===== src/rtl/memory_arbiter_pkg.sv =====
// Shared types and constants for the IF/MEM memory arbiter.
package memory_arbiter_pkg;

   // State codes for the bus sequencer.
   typedef enum logic [1:0] {
      ARB_IDLE      = 2'd0,
      ARB_GRANT_IF  = 2'd1,
      ARB_GRANT_MEM = 2'd2
   } arb_state_e;

   // Default number of wait cycles before an access is aborted.
   localparam int ARB_TIMEOUT_DEF = 255;

   // Width of the watchdog counter; never narrower than one bit so that a
   // disabled watchdog (timeout 0) still yields a legal vector.
   function automatic int cnt_width(input int timeout);
      return (timeout < 1) ? 1 : $clog2(timeout + 1);
   endfunction

endpackage


===== src/rtl/memory_arbiter_if.sv =====
// Pipeline-side and bus-side signals of the memory arbiter.
// The slave modport is the arbiter's view; master is the environment's view.
interface memory_arbiter_if #(
   parameter int ADDR_WIDTH = 32,
   parameter int DATA_WIDTH = 32
);
   // Instruction fetch port
   logic                  if_req;
   logic [ADDR_WIDTH-1:0] if_addr;
   logic [DATA_WIDTH-1:0] if_rdata;
   logic                  if_stall;
   // MEM stage port
   logic                  m_mem_read;
   logic                  m_mem_write;
   logic [ADDR_WIDTH-1:0] m_addr;
   logic [DATA_WIDTH-1:0] m_wdata;
   logic [DATA_WIDTH-1:0] m_rdata;
   logic                  m_stall;
   // Shared memory bus
   logic                  bus_req;
   logic                  bus_we;
   logic [ADDR_WIDTH-1:0] bus_addr;
   logic [DATA_WIDTH-1:0] bus_wdata;
   logic [DATA_WIDTH-1:0] bus_rdata;
   logic                  bus_ready;
   logic                  bus_error;

   modport slave (
      input  if_req, if_addr, m_mem_read, m_mem_write, m_addr, m_wdata,
             bus_rdata, bus_ready,
      output if_rdata, if_stall, m_rdata, m_stall,
             bus_req, bus_we, bus_addr, bus_wdata, bus_error
   );

   modport master (
      output if_req, if_addr, m_mem_read, m_mem_write, m_addr, m_wdata,
             bus_rdata, bus_ready,
      input  if_rdata, if_stall, m_rdata, m_stall,
             bus_req, bus_we, bus_addr, bus_wdata, bus_error
   );

endinterface


===== src/rtl/memory_arbiter_bus_watchdog.sv =====
// Wait-cycle counter with a sticky error flag. expire_o flags the cycle in
// which an outstanding access has waited TIMEOUT cycles without completing.
module memory_arbiter_bus_watchdog
   import memory_arbiter_pkg::*;
#(
   parameter int TIMEOUT = ARB_TIMEOUT_DEF
) (
   input  logic clock,
   input  logic reset_n,
   input  logic clear_i,   // no access outstanding: restart the count
   input  logic count_i,   // access outstanding and not completing this cycle
   output logic expire_o,
   output logic error_o
);

   localparam int CW = cnt_width(TIMEOUT);
   localparam bit ENABLED = (TIMEOUT != 0);

   logic [CW-1:0] wait_cnt_q;
   logic          error_q;

   assign expire_o = ENABLED && count_i && (wait_cnt_q == CW'(TIMEOUT));
   assign error_o  = error_q;

   // Count stalled grant cycles; latch an error the first time one expires.
   always_ff @(posedge clock or negedge reset_n) begin
      if (!reset_n) begin
         wait_cnt_q <= '0;
         error_q    <= 1'b0;
      end else begin
         // NOTE: state is updated with <= so every register samples the
         // pre-edge values; blocking here would make ordering matter.
         if (clear_i) begin
            wait_cnt_q <= '0;
         end else if (ENABLED && count_i && !expire_o) begin
            wait_cnt_q <= wait_cnt_q + CW'(1);
         end
         if (expire_o) begin
            error_q <= 1'b1;
         end
      end
   end

endmodule


===== src/rtl/memory_arbiter.sv =====
// Shares one single-port, variable-latency memory bus between instruction
// fetch and the MEM stage. MEM has fixed priority because it holds the older
// instruction. Each access runs IDLE -> GRANT_x -> IDLE; the matching done
// flag pulses for one cycle so the requesting stage can advance.
module memory_arbiter
   import memory_arbiter_pkg::*;
#(
   parameter int ADDR_WIDTH = 32,
   parameter int DATA_WIDTH = 32,
   parameter int TIMEOUT    = ARB_TIMEOUT_DEF
) (
   input  logic             clock,
   input  logic             reset_n,
   memory_arbiter_if.slave  arb
);

   arb_state_e            state_q;
   logic                  bus_req_q;
   logic                  bus_we_q;
   logic [ADDR_WIDTH-1:0] bus_addr_q;
   logic [DATA_WIDTH-1:0] bus_wdata_q;
   logic [DATA_WIDTH-1:0] if_rdata_q;
   logic [DATA_WIDTH-1:0] m_rdata_q;
   logic                  if_done_q;
   logic                  m_done_q;

   logic                  m_want;
   logic                  if_want;
   logic                  in_grant;
   logic                  finish;
   logic [DATA_WIDTH-1:0] fin_data;
   logic                  wd_expire;
   logic                  wd_error;

   // A requester is eligible only while its previous access is not in its
   // done cycle; that cycle is when the stage advances to the next access.
   assign m_want   = (arb.m_mem_read | arb.m_mem_write) & ~m_done_q;
   assign if_want  = arb.if_req & ~if_done_q;
   assign in_grant = (state_q != ARB_IDLE);

   // An access ends on bus_ready, or on watchdog expiry with data forced to 0.
   assign finish   = in_grant & (arb.bus_ready | wd_expire);
   assign fin_data = arb.bus_ready ? arb.bus_rdata : '0;

   memory_arbiter_bus_watchdog #(
      .TIMEOUT (TIMEOUT)
   ) u_watchdog (
      .clock    (clock),
      .reset_n  (reset_n),
      .clear_i  (~in_grant),
      .count_i  (in_grant & ~arb.bus_ready),
      .expire_o (wd_expire),
      .error_o  (wd_error)
   );

   // Bus sequencer: arbitrate in IDLE, hold the bus during a grant, retire.
   always_ff @(posedge clock or negedge reset_n) begin
      if (!reset_n) begin
         // NOTE: the data registers are reset too: if_rdata = 0 decodes as a
         // NOP, so the pipeline never sees garbage after reset.
         state_q     <= ARB_IDLE;
         bus_req_q   <= 1'b0;
         bus_we_q    <= 1'b0;
         bus_addr_q  <= '0;
         bus_wdata_q <= '0;
         if_rdata_q  <= '0;
         m_rdata_q   <= '0;
         if_done_q   <= 1'b0;
         m_done_q    <= 1'b0;
      end else begin
         if_done_q <= 1'b0;
         m_done_q  <= 1'b0;
         unique case (state_q)
            ARB_IDLE: begin
               if (m_want) begin
                  state_q     <= ARB_GRANT_MEM;
                  bus_req_q   <= 1'b1;
                  bus_we_q    <= arb.m_mem_write;  // read+write acts as write
                  bus_addr_q  <= arb.m_addr;
                  bus_wdata_q <= arb.m_wdata;
               end else if (if_want) begin
                  state_q    <= ARB_GRANT_IF;
                  bus_req_q  <= 1'b1;
                  bus_we_q   <= 1'b0;
                  bus_addr_q <= arb.if_addr;
               end
            end
            ARB_GRANT_MEM: begin
               if (finish) begin
                  state_q   <= ARB_IDLE;
                  bus_req_q <= 1'b0;
                  m_done_q  <= 1'b1;
                  if (!bus_we_q) begin
                     m_rdata_q <= fin_data;
                  end
               end
            end
            ARB_GRANT_IF: begin
               if (finish) begin
                  state_q   <= ARB_IDLE;
                  bus_req_q <= 1'b0;
                  // A flushed fetch still completes on the bus, but its data
                  // is dropped and the fetch stage is not told it finished.
                  if (arb.if_req) begin
                     if_done_q  <= 1'b1;
                     if_rdata_q <= fin_data;
                  end
               end
            end
            default: begin
               state_q   <= ARB_IDLE;
               bus_req_q <= 1'b0;
            end
         endcase
      end
   end

   assign arb.bus_req   = bus_req_q;
   assign arb.bus_we    = bus_we_q;
   assign arb.bus_addr  = bus_addr_q;
   assign arb.bus_wdata = bus_wdata_q;
   assign arb.bus_error = wd_error;
   assign arb.if_rdata  = if_rdata_q;
   assign arb.m_rdata   = m_rdata_q;
   assign arb.if_stall  = if_want;
   assign arb.m_stall   = m_want;

endmodule

===== src/flat_wrapper.sv =====
// flat-port wrapper written by rule: the top's interface ports become plain ports
module memory_arbiter_flat import memory_arbiter_pkg::*;
#(
   parameter int ADDR_WIDTH = 32,
   parameter int DATA_WIDTH = 32,
   parameter int TIMEOUT    = ARB_TIMEOUT_DEF
)
  (clock, reset_n, arb_if_req, arb_if_addr, arb_m_mem_read, arb_m_mem_write, arb_m_addr, arb_m_wdata, arb_bus_rdata, arb_bus_ready, arb_if_rdata, arb_if_stall, arb_m_rdata, arb_m_stall, arb_bus_req, arb_bus_we, arb_bus_addr, arb_bus_wdata, arb_bus_error);
  memory_arbiter_if #(.ADDR_WIDTH(ADDR_WIDTH), .DATA_WIDTH(DATA_WIDTH)) arb_i ();
  input  logic clock;
  input  logic reset_n;
  input wire logic [$bits(arb_i.if_req)-1:0] arb_if_req;
  input wire logic [$bits(arb_i.if_addr)-1:0] arb_if_addr;
  input wire logic [$bits(arb_i.m_mem_read)-1:0] arb_m_mem_read;
  input wire logic [$bits(arb_i.m_mem_write)-1:0] arb_m_mem_write;
  input wire logic [$bits(arb_i.m_addr)-1:0] arb_m_addr;
  input wire logic [$bits(arb_i.m_wdata)-1:0] arb_m_wdata;
  input wire logic [$bits(arb_i.bus_rdata)-1:0] arb_bus_rdata;
  input wire logic [$bits(arb_i.bus_ready)-1:0] arb_bus_ready;
  output wire logic [$bits(arb_i.if_rdata)-1:0] arb_if_rdata;
  output wire logic [$bits(arb_i.if_stall)-1:0] arb_if_stall;
  output wire logic [$bits(arb_i.m_rdata)-1:0] arb_m_rdata;
  output wire logic [$bits(arb_i.m_stall)-1:0] arb_m_stall;
  output wire logic [$bits(arb_i.bus_req)-1:0] arb_bus_req;
  output wire logic [$bits(arb_i.bus_we)-1:0] arb_bus_we;
  output wire logic [$bits(arb_i.bus_addr)-1:0] arb_bus_addr;
  output wire logic [$bits(arb_i.bus_wdata)-1:0] arb_bus_wdata;
  output wire logic [$bits(arb_i.bus_error)-1:0] arb_bus_error;
  assign arb_i.if_req = arb_if_req;
  assign arb_i.if_addr = arb_if_addr;
  assign arb_i.m_mem_read = arb_m_mem_read;
  assign arb_i.m_mem_write = arb_m_mem_write;
  assign arb_i.m_addr = arb_m_addr;
  assign arb_i.m_wdata = arb_m_wdata;
  assign arb_i.bus_rdata = arb_bus_rdata;
  assign arb_i.bus_ready = arb_bus_ready;
  assign arb_if_rdata = arb_i.if_rdata;
  assign arb_if_stall = arb_i.if_stall;
  assign arb_m_rdata = arb_i.m_rdata;
  assign arb_m_stall = arb_i.m_stall;
  assign arb_bus_req = arb_i.bus_req;
  assign arb_bus_we = arb_i.bus_we;
  assign arb_bus_addr = arb_i.bus_addr;
  assign arb_bus_wdata = arb_i.bus_wdata;
  assign arb_bus_error = arb_i.bus_error;
  memory_arbiter #(.ADDR_WIDTH(ADDR_WIDTH), .DATA_WIDTH(DATA_WIDTH), .TIMEOUT(TIMEOUT)) u_core (.clock(clock), .reset_n(reset_n), .arb(arb_i));
endmodule

===== config.mk =====
export PLATFORM = sky130hd
export DESIGN_NAME = memory_arbiter_flat
export DESIGN_NICKNAME = d
export VERILOG_FILES = /design/src/rtl/memory_arbiter_pkg.sv /design/src/rtl/memory_arbiter_if.sv /design/src/rtl/memory_arbiter_bus_watchdog.sv /design/src/rtl/memory_arbiter.sv /design/src/flat_wrapper.sv
export SDC_FILE = /design/constraint.sdc
export NUM_CORES = 1
export LEC_CHECK = 0
export CAP_MARGIN = 25
export CORE_MARGIN = 5
export CORE_UTILIZATION = 46
export CTS_CLUSTER_DIAMETER = 50
export DETAILED_ROUTE_END_ITERATION = 8
export HOLD_SLACK_MARGIN = 0.1
export PLACE_DENSITY = 0.85
export SYNTH_ARGS = -nofsm -noshare
export SYNTH_HDL_FRONTEND = slang
export SYNTH_HIERARCHICAL = 1
export SYNTH_SLANG_ARGS = --single-unit

===== constraint.sdc =====
create_clock -name clock -period 4.5 [get_ports clock]
set_input_delay 0.9 -clock clock [delete_from_list [all_inputs] [get_ports clock]]
set_output_delay 0.9 -clock clock [all_outputs]
set_load 0.005 [all_outputs]

Yosys cells after proc, flatten, opt, wreduce, memory -nomap -nowiden
Cells that the tools add are included.

cells by class
  muxes and demuxes = 20
  add/sub/neg operators = 1
  reductions and logical operators = 12
  eq/ne operators = 6
  bitwise operators = 10

operators by type and width
  kind                 number
  $mux 32              3
  $mux 8               2
  $mux 1               10
  $add 8x1->8 const B  1
  $eq 8x8->1 const B   1
  $mux 2               3
  $reduce_and 2->1     3
  $reduce_and 3->1     2
  $and 1x1->1          4
  $not 1->1            4
  $pmux 2 s2           1
  $reduce_bool 2->1    2
  $ne 3x3->1 const B   1
  $eq 2x1->1 const B   1
  $eq 2x2->1 const B   1
  $logic_and 1x1->1    2
  $logic_not 2->1      1
  $ne 2x1->1 const B   1
  $ne 2x2->1 const B   1
  $or 1x1->1           2
  $pmux 1 s2           1
  $reduce_or 2->1      1
  $logic_not 1->1      1

word-level totals
  output and inout port bits = 133
  word-level logic and storage cells = 60
  input port bits = 134
  register bits = 143

Longest topological paths before layout
Gate-level depths: netlist of run 1.

  word-level depth = 7
  gate-level depth with buffers = 9
  mapped depth without buffers = 8

Cells and area by module
Netlist of run 1, hierarchy kept.

by module, submodules not included
  module                       area an instance (um^2)  cells each  seq. area each (um^2)  instances
  memory_arbiter               5680.4                   441         3353.2                 1
  memory_arbiter_bus_watchdog  523.0                    48          225.2                  1

Least setup slack after synthesis of run 1
Ideal clock, no wire load.

  path type = input-to-reg
  start point = input port arb_bus_ready
  end point = register u_core.m_rdata_q[11], in the netlist u_core/arb.m_rdata[11]
  data required time = 4375 ps
  library setup time = 125 ps
  stages = 8
  path buffers = 2
  setup slack = 1687 ps
  arrival time = 2688 ps
  path through = clkbuf_1 nor2_1 nand2_1 nor3_1 o21bai_4 nor3_4 buf_4 mux2_2

between the ends
  word-level cells in the longest chain between the ends = 6
  elaborated cells on any way between the ends = 7
  classes of those cells = 1 x mux; 4 x bitwise; 2 x reduce/logical

RTL lines
  element                     RTL line                           text
  from (decl)                 flat_wrapper.sv:19                 input wire logic [$bits(arb_i.bus_ready)-1:0] arb_bus_ready;
  $not 1->1                   memory_arbiter.sv:51               .count_i (in_grant & ~arb.bus_ready),
  $and 1x1->1                 memory_arbiter.sv:51
  $logic_and 1x1->1           memory_arbiter_bus_watchdog.sv:22  assign expire_o = ENABLED && count_i && (wait_cnt_q == CW'(TIMEOUT));
  net u_core.wd_expire        memory_arbiter.sv:32               logic wd_expire;
  $or 1x1->1                  memory_arbiter.sv:42               assign finish = in_grant & (arb.bus_ready | wd_expire);
  $and 1x1->1                 memory_arbiter.sv:42
  $reduce_and 3->1 (no line)  n/a
  to (signal assigned)        memory_arbiter.sv:94               m_rdata_q <= fin_data;
  to (decl)                   memory_arbiter.sv:23               logic [DATA_WIDTH-1:0] m_rdata_q;

The timed path passes the listed nets, and every way through them passes these cells.
A chain may end at the register's enable or synchronous reset.

Worst setup path after layout of run 1
  start point = register u_core.state_q[0]
  end point = register u_core.m_rdata_q[20], in the netlist u_core/arb.m_rdata[20]

between the ends
  word-level cells in the longest chain between the ends = 6
  elaborated cells on any way between the ends = 7
  classes of those cells = 1 x eq/ne; 3 x bitwise; 3 x reduce/logical

RTL lines
  element                     RTL line                           text
  from (decl)                 memory_arbiter.sv:17               arb_state_e state_q;
  from (signal assigned)      memory_arbiter.sv:61               state_q <= ARB_IDLE;
  from (signal assigned)      memory_arbiter.sv:76               state_q <= ARB_GRANT_MEM;
  from (signal assigned)      memory_arbiter.sv:82               state_q <= ARB_GRANT_IF;
  $reduce_bool 2->1           memory_arbiter.sv:39               assign in_grant = (state_q != ARB_IDLE);
  $and 1x1->1                 memory_arbiter.sv:51
  $logic_and 1x1->1           memory_arbiter_bus_watchdog.sv:22
  net u_core.wd_expire        memory_arbiter.sv:32
  $or 1x1->1                  memory_arbiter.sv:42
  $and 1x1->1                 memory_arbiter.sv:42
  $reduce_and 3->1 (no line)  n/a

The timed path passes the listed nets, and every way through them passes these cells.

==> metrics.md, run 1 <==
| Metric | Value |
|---|---|
| Detailed Place HPWL | `12400 um` |
| Fin. max-slew vios | `0` |
| Overflow after GRT | `0` |
| WHS | `roughly 0.34 ns` |
| Synth warn | `6` |
| Biggest area consumer among synthesized cells | `dfrtp_1` |
| I/O pin cnt | `approximately 270` |
| TritonRoute pass-1 iters | `9` |
| Worst slew pin tran | `around 0.98 ns` |
| CTS tree | `yes` |
| Final setup violating endpoints | `0` |
| H-tree depth | `4` |
| Post-Syn Area | `6200 sq um` |
| Worst-Skew Late Latency | `just over 0.4 ns` |
| Worst setup path start | `u_core/state_q[0]` |
| Top layer in use | `met4` |
| Area Overhead vs Synth | `55.1%` |
| Clock Path Buffers | `2` |
| Fmax | `between 0.3 and 0.4 GHz` |
| Gr usage total | `21.2%` |
| Critical Path AT | `between 3 and 4 ns` |
| Dominant cells by area after synthesis | `dfrtp_1, mux2_2, mux2_1` |
| Placer Congestion | `a little over 0.9` |
| CP Cell Sequence | `inv_1 -> ha_1 -> nor2_1 -> nand2_1 -> nor3_1 -> o21bai_4 -> nor3_4 -> buf_4 -> mux2_2` |
| Tmin final | `~3.2 ns` |
| Sequential area share after synthesis | `57.7%` |
| Cts bufs inserted | `17` |
| Placement row count | `42` |
| Max VDD drop | `0.000344 V` |
| Share of flip-flops with an asynchronous set or reset | `100%` |
| Worst r2r src | `u_core/state_q[0]` |
| Initial Util | `between 40 and 50%` |
| Synth Register Bits | `143` |
| Post-CTS sizing | `0` |
| Final TNS setup | `0 ns` |
| Post-CTS Setup Repair Bufs | `0` |
| Worst setup endpoint | `u_core/arb.m_rdata[20]` |
| EDFF count, synth | `0` |
| DRT antenna net count | `0` |
| R2R Setup Slk | `about 1.3 ns` |
| RR Endpoint | `u_core/arb.m_rdata[20]` |
| RSZ-0062 raised after global routing | `false` |
| DR vias | `4763` |
| Top-area cell type share of the netlist area | `between 50% and 60%` |
| Crit path max fanout | `32` |
| Drt via density | `5.03` |
| Commonest non-fill, non-tap cell in the layout | `clkdlybuf4s50_1` |
| Full die area | `around 16000 sq um` |
| Max Cap Violations | `0` |
| Worst path depth | `9` |
| Global-route wire length before repair | `27100 um` |
| Routed wire length | `roughly 17000 um` |
| Cell family with most CP delay | `simple AND/OR/NAND/NOR gates` |
| WL per Instance | `18.1 um` |
| Iter 0 DRT Violations | `around 320` |
| Largest net degree at the start of global routing | `approximately 120` |
| WS Path Type | `register to register` |
| Clock root cell | `clkbuf_16` |
| Outcome | `finished clean` |
| Syn_nets | `roughly 630` |
| Reg2Reg Depth | `9` |
| Number of global-route vias before repair | `~5200` |
| Hold Path Class | `input port to asynchronous set/reset pin` |
| Hold Fails Final Rpt | `0` |
| Core ar. | `~13000 sq um` |
| Antenna cell count | `0` |
| Post-Syn Instances | `around 490` |
| Met3 Routed Length | `1290 um` |
| # hold bufs at CTS | `0` |
| Layout cells sized above 1 | `13.4%` |
| Clk slew on worst S/H paths | `approximately 0.06 ns` |
| Met2 WL post-DR | `between 8000 and 9000 um` |
| Ys flop type | `dfrtp_1` |
| Number of antenna violations at the first check in global routing | `0` |
| CP max-delay cell | `nor2_1` |
| Worst EP required | `4.79 ns` |
| Worst setup SP type | `register` |
| Placed cells | `912` |
| CP Buf/Inv Count | `2` |
| Port bufs | `around 270` |
| Pwr Density | `around 640 nW/um^2` |
| Avg Cell Area, Syn | `between 10 and 15 sq um` |
| Crit path capture type | `register` |
| Most frequent cells in the layout | `clkdlybuf4s50_1, dfrtp_1, inv_1` |
| Die height | `between 100 and 150 um` |
| Met1 wire length | `a little under 7000 um` |
| Skew final | `about 0.0087 ns` |
| Crit-path max cell delay | `0.47 ns` |
| Nets | `about 900` |
| Leak | `around 4.5 nW` |
| # DRC | `0` |
| CTS Sinks | `143` |
| Period utilization | `roughly 70%` |
| Die X | `approximately 130 um` |
| Post-Layout Cell Count | `around 950` |
| Max_slew headroom | `about a third` |
| Distinct cells, synth | `between 40 and 50` |
-- how the worst min path moves through the flow --
| stage | start | slack [ns] | end | depth (start not counted) |
|---|---|---|---|---|
| floorplan | u_core/u_watchdog/error_o | 0.46 | u_core/u_watchdog/error_o | 1 |
| finish | reset_n | 0.34 | u_core/arb.m_rdata[26] | 1 |
| CTS | u_core/arb.bus_wdata[24] | 0.49 | u_core/arb.bus_wdata[24] | 1 |
| detailed placement | u_core/arb.bus_wdata[24] | 0.47 | u_core/arb.bus_wdata[24] | 1 |
| global placement | u_core/arb.bus_wdata[2] | 0.47 | u_core/arb.bus_wdata[2] | 1 |
| global route | reset_n | 0.34 | u_core/arb.if_rdata[25] | 1 |
-- through the flow --
step	instance area, sq um	total power, mW	utilization [%]	worst slack (ns)
2_1_floorplan	6200	3.22	-	1.69
3_3_place_gp	8970	4.68	67.7	1.06
3_5_place_dp	8970	4.79	67.7	0.984
4_1_cts	9580	6.27	72.3	1.33
5_1_grt	9620	6.54	72.7	1.13
6_report	9620	6.20	72.7	1.35
-- routing by layer --
metal / vias to the layer above / global-route usage (%)
li1: 2201 / -
met1: 2314 / 24.9
met2: 212 / 36.3
met3: 36 / 6.60
met4: 0 / 8.58
met5: - / 0
-- report_power, final --
| part | internal (mW) | switching, mW | total [mW] |
|---|---|---|---|
| sequential | 1.88 | 0.339 | 2.22 |
| combinational | 1.60 | 0.950 | 2.55 |
| clock | 0.916 | 0.516 | 1.43 |
| total | 4.40 | 1.81 | 6.20 |
-- synth_stat cells (2+ instances only) --
library cell,instances
mux2_2,52
nor2b_1,4
nand4_1,2
o22ai_1,2
buf_4,7
mux2_1,44
inv_1,101
nor2_1,4
a21oi_1,4
and2_1,32
nand2b_1,3
and4_1,2
buf_6,5
clkbuf_1,4
mux2_4,2
ha_1,4
nand2_1,3
a222oi_1,32
buf_2,8
dfrtp_1,143
a211oi_1,2
nor3_1,3
and3_1,4
-- worst register-to-register path, cell delays in order (launching register included) --
cell and delay [ns]:
dfrtp_1 0.35, inv_1 0.08, ha_1 0.43, nor2_1 0.48, nand2_1 0.21, nor3_1 0.39, o21bai_4 0.15, nor3_4 0.13
buf_4 0.42, mux2_2 0.41
-- cell type report --
class                           count  area, sq um
Tap cell                          176          220
Timing Repair Buffer              274         2750
Inverter                          101          379
Sequential cell                   143         3580
Clock buffer                       23          478
Fill cell                         879         3620
Clock inverter                      9          133
Multi-Input combinational cell    220         2080
-- cells by family after synthesis --
group | after synthesis | synth area share [%]
flip-flops | 143 | 57.7
AND/OR/NAND/NOR | 63 | 6.41
multiplexers | 99 | 18.1
AO/OA/AOI/OAI | 54 | 8.21
adder cells (fa/ha/maj) | 4 | 0.807
buffers and inverters | 126 | 8.81
-- flip-flops by register name, summed over array words and instances (netlist names), 2 cells and up --
signal and count:
u_core/arb.m_rdata 32, u_core/state_q 2, u_core/arb.if_rdata 32, u_core/arb.bus_wdata 32, u_core/u_watchdog/wait_cnt_q 8, u_core/arb.bus_addr 32
No activity file was read; power rests on OpenSTA's default activity.
==> inputs of run 2 (changes only) <==
--- a/config.mk
+++ b/config.mk
@@ -7,11 +7,11 @@
 export LEC_CHECK = 0
 export CAP_MARGIN = 25
 export CORE_MARGIN = 5
-export CORE_UTILIZATION = 46
+export CORE_UTILIZATION = 43
 export CTS_CLUSTER_DIAMETER = 50
 export DETAILED_ROUTE_END_ITERATION = 8
 export HOLD_SLACK_MARGIN = 0.1
-export PLACE_DENSITY = 0.85
+export PLACE_DENSITY = 0.8
 export SYNTH_ARGS = -nofsm -noshare
 export SYNTH_HDL_FRONTEND = slang
 export SYNTH_HIERARCHICAL = 1
==> constraint.sdc (replaced) <==
create_clock -name clock -period 3.12 [get_ports clock]
set_input_delay 0.624 -clock clock [delete_from_list [all_inputs] [get_ports clock]]
set_output_delay 0.624 -clock clock [all_outputs]
set_load 0.005 [all_outputs]
==> run 2 against run 1 <==
  * Register-to-register slack got worse by 0.77 ns
  * Sequential share of layout area barely moved
  * Clock-buffer cell count rose by 1
  * Final area fell by 0.12%
  * Worst setup slack got worse by 0.82 ns
  * Clock skew fell by 0.0021 ns
  * Critical path depth fell by 5
  * Clock power rose by 36%
  * Global-route usage fell by 0.49 points
  * Critical endpoint is now arb_m_stall
  * Largest power group unchanged
  * Highest routed layer unchanged
==> metrics.md, run 2 (synthesized netlist as in run 1, its figures left out) <==
| Metric | Value |
|---|---|
| CTS tree | `yes` |
| Core ar. | `14000 sq um (+5.6%)` |
| Post-CTS Setup Repair Bufs | `0 (unchanged)` |
| Placer Congestion | `0.819 (-12%)` |
| Hold Fails Final Rpt | `0 (unchanged)` |
| Number of antenna violations at the first check in global routing | `0 (unchanged)` |
| Placed cells | `921 (+0.99%)` |
| RSZ-0062 raised after global routing | `false` |
| Clk slew on worst S/H paths | `0.05 ns (about the same)` |
| Largest net degree at the start of global routing | `75 (-36%)` |
| Cts bufs inserted | `17 (unchanged)` |
| WL per Instance | `18.6 um (+2.6%)` |
| Routed wire length | `17700 um (+3.3%)` |
| Outcome | `finished clean` |
| Max VDD drop | `0.000476 V (+39%)` |
| Crit path max fanout | `5 (-84%)` |
| # DRC | `0 (unchanged)` |
| Full die area | `16900 sq um (+6.4%)` |
| Most frequent cells in the layout | `clkdlybuf4s50_1, dfrtp_1, inv_1` |
| Commonest non-fill, non-tap cell in the layout | `clkdlybuf4s50_1` |
| Final instance area | `9610 sq um (-0.12%)` |
| Gr usage total | `20.7% (-0.49 points)` |
| Area Overhead vs Synth | `54.9%` |
| Clock root cell | `clkbuf_16` |
| Initial Util | `44.3% (-2.5 points)` |
| DRT antenna net count | `0 (unchanged)` |
| Period utilization | `83.0%` |
| Worst-Skew Late Latency | `0.41 ns (about the same)` |
| TritonRoute pass-1 iters | `7 (-2)` |
| Worst setup SP type | `input port` |
| Post-Layout Cell Count | `952 (+0.63%)` |
| DR vias | `4796 (+0.69%)` |
| Cell Area, Placed | `9040 sq um (+0.84%)` |
| Skew final | `0.00657 ns (-0.00212 ns)` |
| Leak | `4.50 nW (+0.16%)` |
| Critical Path AT | `1.97 ns (-1.47 ns)` |
| Overflow after GRT | `0 (unchanged)` |
| Pwr Density | `923 nW/um^2 (+43%)` |
| Hold Path Class | `input port to asynchronous set/reset pin` |
| Tmin final | `2.59 ns` |
| Worst slew pin tran | `0.682 ns (-0.294 ns)` |
| Number of global-route vias before repair | `5357 (+2.7%)` |
| Placement row count | `43 (+2.4%)` |
| Total power | `8.87 mW (+43%)` |
| Fmax | `a little under 0.4 GHz` |
| Drt via density | `5.04 (about the same)` |
| Die X | `130 um (+3.2%)` |
| Fin. max-slew vios | `0 (unchanged)` |
| Die height | `130 um (+3.2%)` |
| Final TNS setup | `0 ns (unchanged)` |
| Layout cells sized above 1 | `13.5% (+0.095 points)` |
| Max Cap Violations | `0 (unchanged)` |
| Global-route wire length before repair | `27300 um (+0.97%)` |
| H-tree depth | `4 (unchanged)` |
| Post-CTS sizing | `0 (unchanged)` |
| # hold bufs at CTS | `0 (unchanged)` |
| Crit path capture type | `primary output` |
| Clock Path Buffers | `2 (unchanged)` |
| Iter 0 DRT Violations | `419 (+30%)` |
| Final setup violating endpoints | `0 (unchanged)` |
| I/O pin cnt | `267 (unchanged)` |
| Nets | `898 (+0.34%)` |
| Worst EP required | `2.50 ns (-2.29 ns)` |
| Antenna cell count | `0 (unchanged)` |
| Max_slew headroom | `54.6% (+20 points)` |
| Port bufs | `266 (unchanged)` |
| CTS Sinks | `143 (unchanged)` |
| Detailed Place HPWL | `13000 um (+4.7%)` |
| WS Path Type | `input port to primary output` |
## run 2: cell count changes in the layout (fill, tap and decap cells not counted), sizes merged
cell,previous run,this run
clkinv,4,5
clkinvlp,2,0
buf,9,12
clkbuf,23,24
bufinv,3,2
## run 2: worst paths after layout
check                      cells after the start  slack, ns                     start                       end
setup / recovery                               4       0.53           arb_m_mem_write               arb_m_stall
hold / removal                                 1       0.22                   reset_n     u_core/arb.m_rdata[6]
setup reg to reg                               9       0.58         u_core/state_q[0]    u_core/arb.m_rdata[12]
hold reg to reg                                1       0.48  u_core/arb.bus_wdata[18]  u_core/arb.bus_wdata[18]
max in group asynchronous                      2       2.09                   reset_n    u_core/arb.bus_addr[2]
min in group clock                             1       0.48  u_core/arb.bus_wdata[18]  u_core/arb.bus_wdata[18]
## run 2: final cells by class
class | count | area, sq um
multi-input cells | 220 | 2080
flip-flops and latches | 143 | 3580
repair buffers | 277 | 2780
clock inverters | 7 | 85.1
inverters | 101 | 379
fillers | 973 | 4380
well taps | 180 | 225
clock buffers | 24 | 482
## run 2: layer usage
metal	part of all wire [%]	wire [um]	track usage, %	vias to the layer above
li1	-	-	-	2201
met1	38	6790	24.4	2317
met2	50	8770	35.5	244
met3	9.5	1670	6.59	34
met4	2.6	465	8.01	0
met5	0	0	0	-
## run 2: report_power, final
part / internal (mW) / total (mW) / leakage [nW] / switching (mW)
combinational: 2.35 / 3.72 / 2.43 / 1.38
sequential: 2.71 / 3.20 / 1.78 / 0.492
clock: 1.23 / 1.95 / 0.284 / 0.718
total: 6.29 / 8.87 / 4.50 / 2.59
## run 2: worst max-delay path, cell delays in order
cell and delay [ns]:
clkdlybuf4s50_1 0.48, o21bai_2 0.27, inv_1 0.10, clkdlybuf4s50_1 0.49
## run 2: stage by stage
stage / worst slack, ns / util [%] / hold slack [ns]
4_1_cts: 0.515 / 68.7 / 0.250
6_report: 0.530 / 68.7 / 0.223
5_1_grt: 0.444 / 68.7 / 0.282
3_3_place_gp: 0.262 / 64.6 / 0.468
2_1_floorplan: 0.583 / - / 0.328
3_5_place_dp: 0.179 / 64.7 / 0.474
